`src/rtl/txrx_pkg.sv`:
```
// Shared types for the transmit/receive link scheduler.
//   state_t  : scheduler FSM states
//   result_t : per-transfer verdict {pass, fail, len}
//   DEF_MIN_RX / DEF_MAX_RX : default receive burst window
package txrx_pkg;

  typedef enum logic [1:0] {
    ST_IDLE = 2'd0,
    ST_TX   = 2'd1,
    ST_RX   = 2'd2,
    ST_RESP = 2'd3
  } state_t;

  localparam int DEF_MIN_RX = 2;
  localparam int DEF_MAX_RX = 3;

  // Length field is wide enough for any practical MAX_RX; the top narrows it
  // to its own counter width on the way out.
  localparam int LEN_W = 8;

  typedef struct packed {
    logic             pass;
    logic             fail;
    logic [LEN_W-1:0] len;
  } result_t;

endpackage

```
`src/rtl/txrx_link_sched_rr_arbiter.sv`:
```
// Combinational round-robin arbiter.
//   req_i : request vector
//   ptr_i : index with highest priority this round
//   gnt_o : one-hot grant (all zero when no request)
//   idx_o : binary index of the granted requester
module rr_arbiter
  import txrx_pkg::*;
#(
  parameter int NREQ  = 4,
  parameter int PTR_W = $clog2(NREQ)
) (
  input  logic [NREQ-1:0]  req_i,
  input  logic [PTR_W-1:0] ptr_i,
  output logic [NREQ-1:0]  gnt_o,
  output logic [PTR_W-1:0] idx_o
);

  logic             found;
  int               cand;
  logic [PTR_W-1:0] cidx;

  // Walk from the pointer upwards, wrapping once; first set bit wins.
  always_comb begin
    gnt_o = '0;
    idx_o = '0;
    found = 1'b0;
    cand  = 0;
    cidx  = '0;
    for (int i = 0; i < NREQ; i++) begin
      cand = int'(ptr_i) + i;
      if (cand >= NREQ) cand = cand - NREQ;
      cidx = cand[PTR_W-1:0];
      if (!found && req_i[cidx]) begin
        found       = 1'b1;
        gnt_o[cidx] = 1'b1;
        idx_o       = cidx;
      end
    end
  end

endmodule

```
`src/rtl/txrx_link_sched.sv`:
```
// Round-robin scheduler sharing one transmit/receive link among NREQ agents.
// Each grant emits a one-cycle tx_o strobe, then measures the consecutive
// rx_i-high burst that follows and reports pass/fail plus its length.
//   clk, rst_n   : clock, asynchronous active-low reset
//   req_i        : level requests, held until the owner's done_o
//   gnt_o        : one-hot grant, asserted from the TX cycle through RESP
//   tx_o         : transmit strobe, one cycle per transfer
//   rx_i         : receiver acknowledge
//   busy_o       : scheduler not idle
//   done_o       : one-cycle end-of-transfer pulse
//   pass_o/fail_o: verdict, valid with done_o
//   burst_len_o  : measured burst length, valid with done_o
module txrx_link_sched
  import txrx_pkg::*;
#(
  parameter int NREQ   = 4,
  parameter int MIN_RX = DEF_MIN_RX,
  parameter int MAX_RX = DEF_MAX_RX,
  parameter int CNT_W  = $clog2(MAX_RX + 1)
) (
  input  logic             clk,
  input  logic             rst_n,
  input  logic [NREQ-1:0]  req_i,
  output logic [NREQ-1:0]  gnt_o,
  output logic             tx_o,
  input  logic             rx_i,
  output logic             busy_o,
  output logic             done_o,
  output logic             pass_o,
  output logic             fail_o,
  output logic [CNT_W-1:0] burst_len_o
);

  localparam int PTR_W = $clog2(NREQ);

  state_t           state_q, state_d;
  logic [NREQ-1:0]  gnt_q, gnt_d;
  logic [PTR_W-1:0] idx_q, idx_d;
  logic [PTR_W-1:0] ptr_q, ptr_d;
  logic [CNT_W-1:0] cnt_q, cnt_d;
  logic             tx_q, tx_d;
  logic             busy_q, busy_d;
  logic             done_q, done_d;
  result_t          res_q, res_d;

  logic [NREQ-1:0]  arb_gnt;
  logic [PTR_W-1:0] arb_idx;
  logic [CNT_W-1:0] cnt_inc;
  logic             pass_v;

  // Clamp the stored length into the output width.
  function automatic logic [CNT_W-1:0] sat_len(input logic [LEN_W-1:0] len);
    logic ovf;
    ovf = 1'b0;
    for (int i = CNT_W; i < LEN_W; i++) ovf = ovf | len[i];
    sat_len = ovf ? '1 : len[CNT_W-1:0];
  endfunction

  rr_arbiter #(
    .NREQ  (NREQ),
    .PTR_W (PTR_W)
  ) u_arb (
    .req_i (req_i),
    .ptr_i (ptr_q),
    .gnt_o (arb_gnt),
    .idx_o (arb_idx)
  );

  always_comb begin
    state_d = state_q;
    gnt_d   = gnt_q;
    idx_d   = idx_q;
    ptr_d   = ptr_q;
    cnt_d   = cnt_q;
    tx_d    = 1'b0;
    done_d  = 1'b0;
    res_d   = '0;
    pass_v  = 1'b0;
    cnt_inc = cnt_q + 1'b1;

    case (state_q)
      ST_IDLE: begin
        if (|req_i) begin
          state_d = ST_TX;
          gnt_d   = arb_gnt;
          idx_d   = arb_idx;
          tx_d    = 1'b1;
        end
      end
      ST_TX: begin
        cnt_d   = '0;
        state_d = ST_RX;
      end
      ST_RX: begin
        // Outputs are registered, so the verdict is loaded on the way into
        // RESP and is visible exactly while done_o is high.
        if (rx_i) begin
          cnt_d = cnt_inc;
          if (cnt_inc == CNT_W'(MAX_RX)) begin
            state_d    = ST_RESP;
            done_d     = 1'b1;
            res_d.pass = 1'b1;
            res_d.len  = LEN_W'(cnt_inc);
          end
        end else begin
          pass_v     = (cnt_q >= CNT_W'(MIN_RX));
          state_d    = ST_RESP;
          done_d     = 1'b1;
          res_d.pass = pass_v;
          res_d.fail = !pass_v;
          res_d.len  = LEN_W'(cnt_q);
        end
      end
      ST_RESP: begin
        ptr_d   = (idx_q == PTR_W'(NREQ - 1)) ? '0 : idx_q + 1'b1;
        gnt_d   = '0;
        state_d = ST_IDLE;
      end
      default: state_d = ST_IDLE;
    endcase

    busy_d = (state_d != ST_IDLE);
  end

  always_ff @(posedge clk or negedge rst_n) begin
    if (!rst_n) begin
      state_q <= ST_IDLE;
      gnt_q   <= '0;
      idx_q   <= '0;
      ptr_q   <= '0;
      cnt_q   <= '0;
      tx_q    <= 1'b0;
      busy_q  <= 1'b0;
      done_q  <= 1'b0;
      res_q   <= '0;
    end else begin
      state_q <= state_d;
      gnt_q   <= gnt_d;
      idx_q   <= idx_d;
      ptr_q   <= ptr_d;
      cnt_q   <= cnt_d;
      tx_q    <= tx_d;
      busy_q  <= busy_d;
      done_q  <= done_d;
      res_q   <= res_d;
    end
  end

  assign gnt_o       = gnt_q;
  assign tx_o        = tx_q;
  assign busy_o      = busy_q;
  assign done_o      = done_q;
  assign pass_o      = res_q.pass;
  assign fail_o      = res_q.fail;
  assign burst_len_o = sat_len(res_q.len);

endmodule

```
`config.mk`:
```
export PLATFORM = sky130hd
export DESIGN_NAME = txrx_link_sched
export DESIGN_NICKNAME = d
export VERILOG_FILES = /design/src/rtl/txrx_pkg.sv /design/src/rtl/txrx_link_sched_rr_arbiter.sv /design/src/rtl/txrx_link_sched.sv
export SDC_FILE = /design/constraint.sdc
export NUM_CORES = 1
export LEC_CHECK = 0
export CAP_MARGIN = 20
export CORE_MARGIN = 2
export CORE_UTILIZATION = 50
export CTS_BUF_LIST = sky130_fd_sc_hd__clkbuf_4
export CTS_CLUSTER_DIAMETER = 50
export DETAILED_ROUTE_END_ITERATION = 7
export GPL_TIMING_DRIVEN = 0
export HOLD_SLACK_MARGIN = 0.02
export MAX_ROUTING_LAYER = met4
export PLACE_DENSITY = 0.74
export SETUP_SLACK_MARGIN = 0.05
export SYNTH_ARGS = -nofsm -noshare
export SYNTH_HDL_FRONTEND = slang
export SYNTH_SLANG_ARGS = --single-unit
export TNS_END_PERCENT = 100
```
`constraint.sdc`:
```
create_clock -name clk -period 4.2 [get_ports clk]
set_input_delay 1.05 -clock clk [delete_from_list [all_inputs] [get_ports clk]]
set_output_delay 1.05 -clock clk [all_outputs]
set_load 0.03 [all_outputs]
```
Word-level counts from Yosys, hierarchy flattened
Index checks and enable logic that the tools add are counted.
{"block": "op_classes", "add_sub_neg": 9, "n_reduce_logical": 19, "bitwise": 8, "muxes": 51, "n_lt_le_gt_ge": 13, "eq_ne": 7}
{"cell": "$mux W2", "count": 16}
{"cell": "$mux W4", "count": 5}
{"cell": "$mux W1", "count": 18}
{"cell": "$lt A2 B3 Y1 const B", "count": 4}
{"cell": "$or A4 B4 Y4", "count": 3}
{"cell": "$mux W10", "count": 1}
{"cell": "$ge A3 B3 Y1 const B", "count": 3}
{"cell": "$bmux W1 S2", "count": 4}
{"cell": "$demux W1 S2", "count": 4}
{"cell": "$eq A2 B2 Y1 const B", "count": 4}
{"cell": "$ge A2 B1 Y1 const B", "count": 4}
{"cell": "$pmux W2 S4", "count": 1}
{"cell": "$pmux W4 S2", "count": 1}
{"cell": "$sub A2 B1 Y2 const B", "count": 4}
{"cell": "$logic_and A1 B1 Y1", "count": 7}
{"cell": "$add A2 B2 Y3 const B", "count": 2}
{"cell": "$reduce_and A2 Y1", "count": 3}
{"cell": "$reduce_bool A2 Y1", "count": 3}
{"cell": "$or A1 B1 Y1", "count": 5}
{"cell": "$add A2 B1 Y2 const B", "count": 2}
{"cell": "$logic_not A1 Y1", "count": 4}
{"cell": "$ne A2 B2 Y1 const B", "count": 2}
{"cell": "$pmux W2 S2", "count": 1}
{"cell": "$reduce_or A4 Y1", "count": 1}
{"cell": "5 further kinds", "count": 5}
{"block": "word_totals", "inputBits": 7, "out_inout_bits": 11, "register_bits": 25}

Longest topological paths before layout
Gate-level depths: netlist of run 1.
{"block": "logic_depth", "word_depth": 16, "depth_mapped": 9, "mapped_depth_nobuf": 7}

Cells and area by module
Synthesis of run 1 repeated with hierarchy kept, for this count alone.
{"block": "hier_totals", "cells_unflattened": 142, "area_unflattened_um2": 1396.3}
{"module": "txrx_link_sched", "cells_per_inst": 77, "seq_area_each_um2": 475.5, "instances": 1, "area_per_inst_um2": 907.1}
{"module": "rr_arbiter", "cells_per_inst": 65, "seq_area_each_um2": 0.0, "instances": 1, "area_per_inst_um2": 489.2}

Worst setup path after synthesis of run 1
Ideal clock, no wire load.
{"block": "synth_timing", "path_kind": "input-to-reg", "from": "in req_i[1]", "to": "reg idx_q[1]", "cell_stages": 5, "setup_slack_ns": 1.768, "required_time_ns": 4.113, "arrival_ns": 2.345, "cell_sequence": "buf_2 > nor4_1 > or3_4 > or4_4 > o2111ai_2"}
{"block": "synth_via", "elab_chain_len": 12, "elab_cells_between_ends": 23, "cone_classes": "mux (15); reduce/logical (8)"}
{"element": "from (decl)", "line_no": "txrx_link_sched.sv:23", "rtl": "input logic [NREQ-1:0] req_i,"}
{"element": "$bmux W1 S2", "line_no": "txrx_link_sched_rr_arbiter.sv:33", "rtl": "if (!found && req_i[cidx]) begin"}
{"element": "$mux W1 (implied by the code)", "line_no": "txrx_link_sched_rr_arbiter.sv:33"}
{"element": "$mux W1", "line_no": "txrx_link_sched_rr_arbiter.sv:33"}
{"element": "$logic_not A1 Y1", "line_no": "txrx_link_sched_rr_arbiter.sv:33"}
{"element": "$logic_and A1 B1 Y1", "line_no": "txrx_link_sched_rr_arbiter.sv:33"}
{"element": "$mux W1", "line_no": "txrx_link_sched_rr_arbiter.sv:33"}
{"element": "$logic_not A1 Y1", "line_no": "txrx_link_sched_rr_arbiter.sv:33"}
{"element": "$logic_and A1 B1 Y1", "line_no": "txrx_link_sched_rr_arbiter.sv:33"}
{"element": "$mux W1", "line_no": "txrx_link_sched_rr_arbiter.sv:33"}
{"element": "$logic_not A1 Y1", "line_no": "txrx_link_sched_rr_arbiter.sv:33"}
{"element": "$logic_and A1 B1 Y1", "line_no": "txrx_link_sched_rr_arbiter.sv:33"}
{"element": "$mux W2", "line_no": "txrx_link_sched_rr_arbiter.sv:33"}
{"element": "to (signal assigned)", "line_no": "txrx_link_sched.sv:139", "rtl": "idx_q <= idx_d;"}
{"element": "to (decl)", "line_no": "txrx_link_sched.sv:38", "rtl": "logic [PTR_W-1:0] idx_q, idx_d;"}
Parallel ways exist; a longest one is shown, timed or not. The select of a mux whose other input is x is not followed.
A chain may end at the register's enable or synchronous reset.

Final worst setup path of run 1
{"block": "layout_timing", "from": "in req_i[2]", "to": "reg gnt_q[2], in the netlist gnt_o[2]"}
{"block": "layout_via", "elab_chain_len": 14, "elab_cells_between_ends": 29, "cone_classes": "eq/ne (1); mux (17); bitwise (3); reduce/logical (8)"}
{"element": "$bmux W1 S2", "line_no": "txrx_link_sched_rr_arbiter.sv:33"}
{"element": "$mux W1 (implied by the code)", "line_no": "txrx_link_sched_rr_arbiter.sv:33"}
{"element": "$mux W1", "line_no": "txrx_link_sched_rr_arbiter.sv:33"}
{"element": "$logic_not A1 Y1", "line_no": "txrx_link_sched_rr_arbiter.sv:33"}
{"element": "$logic_and A1 B1 Y1", "line_no": "txrx_link_sched_rr_arbiter.sv:33"}
{"element": "$mux W1", "line_no": "txrx_link_sched_rr_arbiter.sv:33"}
{"element": "$logic_not A1 Y1", "line_no": "txrx_link_sched_rr_arbiter.sv:33"}
{"element": "$logic_and A1 B1 Y1", "line_no": "txrx_link_sched_rr_arbiter.sv:33"}
{"element": "$mux W1", "line_no": "txrx_link_sched_rr_arbiter.sv:33"}
{"element": "$logic_not A1 Y1", "line_no": "txrx_link_sched_rr_arbiter.sv:33"}
{"element": "$logic_and A1 B1 Y1", "line_no": "txrx_link_sched_rr_arbiter.sv:33"}
{"element": "$mux W4", "line_no": "txrx_link_sched_rr_arbiter.sv:33"}
{"element": "$mux W4", "line_no": "txrx_link_sched.sv:83", "rtl": "if (|req_i) begin"}
{"element": "$pmux W4 S2", "line_no": "txrx_link_sched.sv:81", "rtl": "case (state_q)"}
{"element": "to (signal assigned)", "line_no": "txrx_link_sched.sv:138", "rtl": "gnt_q <= gnt_d;"}
{"element": "to (decl)", "line_no": "txrx_link_sched.sv:37", "rtl": "logic [NREQ-1:0] gnt_q, gnt_d;"}
Parallel ways exist; a longest one is shown, timed or not. The select of a mux whose other input is x is not followed.

==> flow_summary.toml, run 1 <==
[logic_synthesis]
ys_seq_area_frac = 0.3878
synth.area.mux_share = 0.05204
synth_nets = 144
synth_top_cell_by_area = "dfrtp_1"
synth_top_area_frac = 0.3878
synth_top_family_by_area = "compound AO/OA/AOI/OAI gates"
synth_xor_area_frac = 0.007143
yosysUniqueCellTypes = 36
synth_seq_cells = 19
ys_warn_count = 0
syn_inst = 127
yosys.area_share.adder = 0.1020
synth.area.top_cells = "dfrtp_1 (39%), ha_1 (10%), o221ai_2 (4.9%), inv_1 (4.0%), nand2_1 (4.0%)"
yosys.area_share.simple = 0.1643
synth_compound_area_frac = 0.2173
syn_area_per_cell_um2 = 9.655
synthesis.area_um2 = 1226

[sta]
maxSlewHeadroom = 0.4691
fmax_ghz = 0.3501
finalCritPeriodShare = 0.6801
finClkSkew_ns = 0.004341
final.setup.tns_ns = 0
timing.final.ws_setup_ns = 1.343
drv_slew = 0
finalCriticalPeriod_ns = 2.857
rsz0062_at_grt = "no"
worstMarginPinSlew_ns = 0.7938
whs_ns = 0.5060
setup_violations = 0
finalHoldViolCount = 0

[power_and_ir_drop]
swShare = 0.4724
p_comb_frac = 0.641
p_per_area_nw_per_um2 = 771.8
switchingPower_mw = 0.5291
p_int_mw = 0.5910
fin_total_pwr_mw = 1.120
ir_drop_v = 0.0003971
p_clk_frac = 0.085
p_leak_nw = 0.6421
seq_power_share = 0.274

[placed_design]
portBuffers = 16
dp.final_hpwl_mm = 1.917
pre_cts_slack_ns = 1.058
placed_cell_area_um2 = 1421
dp.cells = 171
gp_congestion = 0.8751

[flow_run]
maxCapViolations = 0

[critical_path]
path_max_fanout = 8
slowest_delay_ns = 0.61
endpoint_kind = "register"
cpMaxStageDelayCell = "clkdlybuf4s50_1"
worstSetupPathType = "in2reg"
crit_arrival_ns = 3.02
cp_common_cell = "mux2i_1"
crit_chain = "clkdlybuf4s50_1 > mux2i_1 > mux2i_1 > nor2_1 > a221oi_1 > o221ai_2"
startpoint_type = "primary input"
cp_data_required_time_ns = 4.37

[floorplanning]
coreArea_um2 = 2276
pin_count = 18
die_w_um = 53.52
fp.dieArea_um2 = 2864
die_y_um = 53.52
rows = 17
initial_core_util = 0.5388

[grt]
grt_max_degree = 20
grt_pass1_vias = 986
grt_util_all_layers = 0.2183
grt_pass1_wl_mm = 4.381
overflow = 0
antenna_found_initial = 0

[detailed_routing]
drt-initial-drc-count = 21
ant_nets = 0
vias_per_cell = 5.789
wl_per_cell_um = 14.23
vias = 1013
drt_pass1_iterations = 4
wl_mm = 2.490
drc_errors = 0

[hold_path]
worstHoldPathType = "reg2reg"

[cts]
cts_buffers = 3
clock_latency_ns = 0.29
cts_root_buf = "clkbuf_4"
cts_max_path_buffers = 2
postCtsSetupBuffers = 0
clk_pin_slew_ns = 0.10
tritoncts = "yes"
clock_sinks = 19
holdBufCountCts = 0
ctsResizeCount = 0
cts.htree.levels = 1

[layout]
nets = 165
stdcell_count = 175
layout_common_cells = "dfrtp_1 (19), clkdlybuf4s50_1 (16), inv_1 (13), nand2_1 (13), ha_1 (10)"
drive_gt1_frac = 0.1293
fin_area_um2 = 1451
layout_commonest_cell = "dfrtp_1"
diodes = 0
fin_util = 0.6377
syn2layout_area_growth_pct = 18.37

[status]
status = "finished, final reports clean"
==> worst paths after layout <==
kind | startpoint | endpoint | slack [ns] | depth (start not counted)
hold reg to reg | idx_q[0] | ptr_q[0] | 0.51 | 1
setup / recovery | req_i[2] | gnt_o[2] | 1.34 | 6
min in group asynchronous | rst_n | ptr_q[0] | 1.21 | 1
max in group asynchronous | rst_n | gnt_o[3] | 2.50 | 1
setup reg to reg | ptr_q[1] | gnt_o[2] | 1.48 | 9
hold / removal | idx_q[0] | ptr_q[0] | 0.51 | 1
==> final cells by class <==
cell class / instances / area (µm²)
Inverter: 14 / 52.55
Buffer: 5 / 32.53
Sequential cell: 19 / 475.5
Clock buffer: 4 / 30.03
Fill cell: 196 / 824.5
Multi-Input combinational cell: 89 / 665.6
Tap cell: 28 / 35.03
Timing Repair Buffer: 16 / 160.2
==> synthesized netlist by cell type (all sizes together) <==
library cell  count
dfrtp            19
inv              13
nand2            13
ha               10
o21ai             9
a21oi             6
nor2              6
a221oi            5
buf               5
o221ai            4
a31oi             3
mux2i             3
nand2b            3
nand3             3
nand3b            2
nor3              2
nor4              2
o2111ai           2
o22ai             2
or2b              2
a21o              1
a31o              1
and3              1
clkinv            1
mux2              1
mux4              1
nand4             1
o311ai            1
o31ai             1
or3               1
or3b              1
or4               1
xor2              1
==> flip-flops by register name, summed over array words and instances (netlist names) <==
name / flops
res_q: 2
fail_o: 1
done_o: 1
pass_o: 1
gnt_o: 4
busy_o: 1
state_q: 2
ptr_q: 2
tx_o: 1
idx_q: 2
cnt_q: 2
==> metal layers <==
metal  GRT usage  wire length [µm]  up-vias
met5           -                 0        -
met4     0.09402                89        0
met3     0.03672                86       10
met2      0.3560              1208       28
met1      0.2650              1105      475
li1            -                 -      500
==> worst max-delay path, delay by kind of cell <==
| kind | cells | cell delay, ns |
|---|---|---|
| AO/OA/AOI/OAI | 2 | 0.51 |
| AND/OR/NAND/NOR | 1 | 0.22 |
| multiplexers | 2 | 0.62 |
| buffers and inverters | 1 | 0.61 |
==> power groups by stage <==
stage	Sequential (mW)	Clock [mW]	Combinational, mW
6_report	0.307	0.0957	0.718
5_1_grt	0.317	0.105	0.801
4_1_cts	0.308	0.0955	0.718
3_5_place_dp	0.312	0	0.714
3_3_place_gp	0.306	0	0.691
2_1_floorplan	0.373	0	0.456
==> kinds of logic after synthesis <==
family | after synthesis
XOR/XNOR | 1
AO/OA/AOI/OAI | 35
buffers and inverters | 19
multiplexers | 5
adder cells (fa/ha/maj) | 10
flip-flops | 19
AND/OR/NAND/NOR | 38
Note: power is estimated with default switching activity, not from simulation.
==> run 2: changes to the inputs <==
PLACE_DENSITY = 0.77   (was 0.74)
clock period = 2.5 ns   (was 4.2 ns; I/O delays follow)
==> flow_summary.toml, run 2 (synthesis results as in run 1) <==
[critical_path]
cp_data_required_time_ns = 2.70
worstSetupPathType = "in2reg"
rr_startpoint = "ptr_q[1]"
slowest_delay_ns = 0.63
ff2ff_path_depth = 9
cpMaxStageDelayCell = "clkdlybuf4s50_1"
rr_endpoint = "idx_q[1]"
crit_family = "simple AND/OR/NAND/NOR gates"
r2r_setup_slack_ns = 0.17
path_max_fanout = 9
startpoint_type = "primary input"
cp_num_buf_inv = 1
endpoint_kind = "register"
crit_arrival_ns = 2.56
crit_chain = "clkdlybuf4s50_1 > nor4_1 > or3_4 > or4_4 > o2111ai_4"

[sta]
worstMarginPinSlew_ns = 0.8049
fmax_ghz = 0.4244
finalHoldViolCount = 0
final.setup.tns_ns = 0
whs_ns = 0.5047
timing.final.ws_setup_ns = 0.1439
maxSlewHeadroom = 0.4617
rsz0062_at_grt = "no"
finalCritPeriodShare = 0.9425
setup_violations = 0
drv_slew = 0
finalCriticalPeriod_ns = 2.356
finClkSkew_ns = 0.005057

[detailed_routing]
ant_nets = 0
vias = 1052
wl_per_cell_um = 14.25
drc_errors = 0
drt-initial-drc-count = 17
drt_pass1_iterations = 4
wl_mm = 2.536
vias_per_cell = 5.910

[placed_design]
placed_cell_area_um2 = 1421
dp.cells = 171
gp_congestion = 0.9096
portBuffers = 16
dp.final_hpwl_mm = 1.907
pre_cts_slack_ns = -0.1951

[power_and_ir_drop]
p_clk_frac = 0.077
ir_drop_v = 0.0009015
p_int_mw = 1.069
p_per_area_nw_per_um2 = 1329
swShare = 0.4698
p_leak_nw = 0.6530
p_comb_frac = 0.669
switchingPower_mw = 0.9471
seq_power_share = 0.254
fin_total_pwr_mw = 2.016

[grt]
grt_max_degree = 20
grt_pass1_wl_mm = 4.278
antenna_found_initial = 0
grt_pass1_vias = 1001
overflow = 0
grt_util_all_layers = 0.2096

[layout]
multi_input_area_um2 = 698.2
drive_gt1_frac = 0.1867
syn2layout_area_growth_pct = 23.67
diodes = 0
fin_util = 0.6663
nets = 168
regArea_um2 = 476.7
n_fill_cell = 192
stdcell_count = 178
layout_commonest_cell = "dfrtp_1"
fin_area_um2 = 1516
largest_register_ffs = 4
layout_common_cells = "dfrtp_1 (18), clkdlybuf4s50_1 (16), nand2_1 (13)"

[cts]
cts_max_path_buffers = 2
clock_sinks = 19
clock_latency_ns = 0.28
cts_buffers = 3
cts.htree.levels = 1
cts_root_buf = "clkbuf_4"
clk_pin_slew_ns = 0.10
holdBufCountCts = 0
tritoncts = "yes"

[floorplanning]
pin_count = 18
die_y_um = 53.52
coreArea_um2 = 2276
initial_core_util = 0.5388
fp.dieArea_um2 = 2864
rows = 17
die_w_um = 53.52

[status]
status = "finished, final reports clean"

[hold_path]
whs_endpoint = "gnt_o[2]"
worstHoldPathType = "reg2reg"
hp-start = "gnt_o[2]"
hold_depth = 2

[flow_run]
maxCapViolations = 0
-- run 2: changes by cell type in the layout (fill, tap and decap cells not counted), sizes merged --
cell	change
clkinvlp	+1
buf	+3
inv	-1
-- run 2: worst max path at each step --
stage                        start  cells past startpoint        to  slack [ns]
after global routing      ptr_q[0]                      8  idx_q[1]        0.07
after floorplan           ptr_q[1]                      9  idx_q[1]        0.17
after global placement    ptr_q[1]                      9  gnt_o[3]       -0.11
after detailed placement  ptr_q[1]                      9  gnt_o[1]       -0.20
final                     req_i[3]                      5  idx_q[1]        0.14
after CTS                 ptr_q[0]                      8  idx_q[1]        0.06
-- run 2: metal layers --
metal  wire length [µm]  track usage
met1               1098       0.2469
met2               1247       0.3498
met3                146      0.04237
met4                 43      0.08120
met5                  0            -
-- run 2: worst register-to-register path, stage by stage (launching register included) --
cell and delay (ns):
dfrtp_1 0.39, buf_4 0.18, inv_4 0.09, ha_1 0.23
buf_4 0.18, or3b_1 0.35, nand3_1 0.08, o21ai_1 0.06
or4_4 0.49, o2111ai_4 0.21
-- run 2: timing repair --
item | CTS | global route
gates resized for setup | 4 | 6
buffers inserted | 1 | 2
endpoints found under the setup margin | 5 | 5
pin swaps | 0 | 1
-- run 2: final cells by class --
type / instances / area share
clock buffers: 4 / 0.01980
plain buffers: 5 / 0.02310
inverters: 14 / 0.03878
repair buffers: 19 / 0.1205
multi-input cells: 89 / 0.4604
flip-flops and latches: 19 / 0.3144
well taps: 28 / 0.02310
-- run 2: power groups by stage --
stage	clock network [mW]	logic [mW]	registers (mW)
finish	0.155	1.35	0.512
floorplan	0	0.767	0.627
CTS	0.161	1.25	0.510
global route	0.172	1.48	0.525
global placement	0	1.16	0.514
detailed placement	0	1.20	0.521
==> run 3: changes to the inputs <==
SKIP_CTS_REPAIR_TIMING = 1   (was unset)
==> flow_summary.toml, run 3 (synthesis results as in run 1) <==
[status]
status = "finished, final reports clean"

[cts]
clock_latency_ns = 0.29
cts.htree.levels = 1
tritoncts = "yes"
cts_max_path_buffers = 2
clk_pin_slew_ns = 0.10
cts_buffers = 3
cts_root_buf = "clkbuf_4"
clock_sinks = 19

[power_and_ir_drop]
p_int_mw = 1.044
p_clk_frac = 0.079
seq_power_share = 0.259
fin_total_pwr_mw = 1.971
switchingPower_mw = 0.9270
p_leak_nw = 0.6432
p_comb_frac = 0.662
swShare = 0.4703
p_per_area_nw_per_um2 = 1322
ir_drop_v = 0.0009125

[floorplanning]
die_y_um = 53.52
coreArea_um2 = 2276
die_w_um = 53.52
rows = 17
initial_core_util = 0.5388
pin_count = 18
fp.dieArea_um2 = 2864

[sta]
worstMarginPinSlew_ns = 0.7943
maxSlewHeadroom = 0.4688
final.setup.tns_ns = 0
rsz0062_at_grt = "no"
finalCritPeriodShare = 0.9559
setup_violations = 0
fmax_ghz = 0.4185
finClkSkew_ns = 0.008424
drv_slew = 0
timing.final.ws_setup_ns = 0.1102
finalCriticalPeriod_ns = 2.390
finalHoldViolCount = 0

[grt]
grt_util_all_layers = 0.2089
grt_max_degree = 20
grt_pass1_wl_mm = 4.264
grt_pass1_vias = 999
overflow = 0
antenna_found_initial = 0

[critical_path]
cp_data_required_time_ns = 2.71
cpMaxStageDelayCell = "or4_4"
crit_family = "simple AND/OR/NAND/NOR gates"
rr_startpoint = "ptr_q[1]"
path_max_fanout = 10
slowest_delay_ns = 0.49
worstSetupPathType = "reg2reg"
crit_chain = "clkbuf_4 > inv_4 > ha_1 > buf_4 > or2b_1 > o21ai_0 > o21ai_1 > or4_4 > o2111ai_4"
crit_arrival_ns = 2.60
endpoint_kind = "register"
cp_num_buf_inv = 3
startpoint_type = "register"
startpoint = "ptr_q[1]"

[layout]
drive_gt1_frac = 0.1689
n_fill_cell = 195
stdcell_count = 176
syn2layout_area_growth_pct = 21.63
largest_register_ffs = 4
nets = 166
layout_commonest_cell = "dfrtp_1"
layout_common_cells = "dfrtp_1 (18), clkdlybuf4s50_1 (16), nand2_1 (13)"
diodes = 0

[detailed_routing]
wl_per_cell_um = 14.20
drt-initial-drc-count = 27
vias = 1024
ant_nets = 0
vias_per_cell = 5.818
wl_mm = 2.499
drc_errors = 0
drt_pass1_iterations = 4

[placed_design]
gp_congestion = 0.9096
dp.final_hpwl_mm = 1.907
portBuffers = 16
dp.cells = 171
pre_cts_slack_ns = -0.1951

[hold_path]
hp-start = "gnt_o[2]"
worstHoldPathType = "reg2reg"

[flow_run]
maxCapViolations = 0
==> run 3: changes by cell type in the layout (fill, tap and decap cells not counted) <==
cell and delta:
clkbuf_4 +1, a221oi_1 +1, buf_4 -3, a221oi_2 -1, clkinvlp_4 -1, inv_2 +1
==> run 3: tightest hold or removal path: stages (launching register included) <==
cell and delay, ns:
dfrtp_1 0.35, nand2_1 0.07, o221ai_2 0.05
==> run 3: cell type report <==
| class | instances | area [µm²] | area share |
|---|---|---|---|
| inverter | 14 | 55.05 | 0.03691 |
| buffer | 5 | 35.03 | 0.02349 |
| sequential | 19 | 476.7 | 0.3196 |
| tap | 28 | 35.03 | 0.02349 |
| clock buffer | 4 | 30.03 | 0.02013 |
| timing repair buffer | 17 | 167.7 | 0.1124 |
| multi-input combinational | 89 | 691.9 | 0.4639 |
==> run 3: through the flow <==
stage          hold slack, ns  area [µm²]    util
2_1_floorplan          0.3294        1226       -
3_3_place_gp           0.4768        1421  0.6245
3_5_place_dp           0.4795        1421  0.6245
4_1_cts                0.5069        1451  0.6377
5_1_grt                0.5363        1491  0.6553
6_report               0.5033        1491  0.6553
==> run 3: worst paths after layout <==
check / end / slack [ns] / cells after the start
max in group asynchronous: ptr_q[0] / 1.17 / 1
hold reg to reg: gnt_o[2] / 0.50 / 2
min in group asynchronous: ptr_q[1] / 0.79 / 1
hold / removal: gnt_o[2] / 0.50 / 2
setup / recovery: idx_q[1] / 0.11 / 9
setup reg to reg: idx_q[1] / 0.11 / 9
==> run 3: metal layers <==
| layer | global-route usage | vias up | part of all wire |
|---|---|---|---|
| met4 | 0.08120 | 0 | 0.017 |
| met5 | - | - | 0 |
| li1 | - | 507 | - |
| met1 | 0.2447 | 480 | 0.45 |
| met3 | 0.04237 | 6 | 0.045 |
| met2 | 0.3498 | 31 | 0.49 |
==> run 3: power by group through the flow <==
stage	clock [mW]	sequential (mW)	combinational, mW
2_1_floorplan	0	0.627	0.767
3_3_place_gp	0	0.514	1.16
3_5_place_dp	0	0.521	1.20
4_1_cts	0.161	0.516	1.21
5_1_grt	0.172	0.522	1.44
6_report	0.156	0.510	1.30
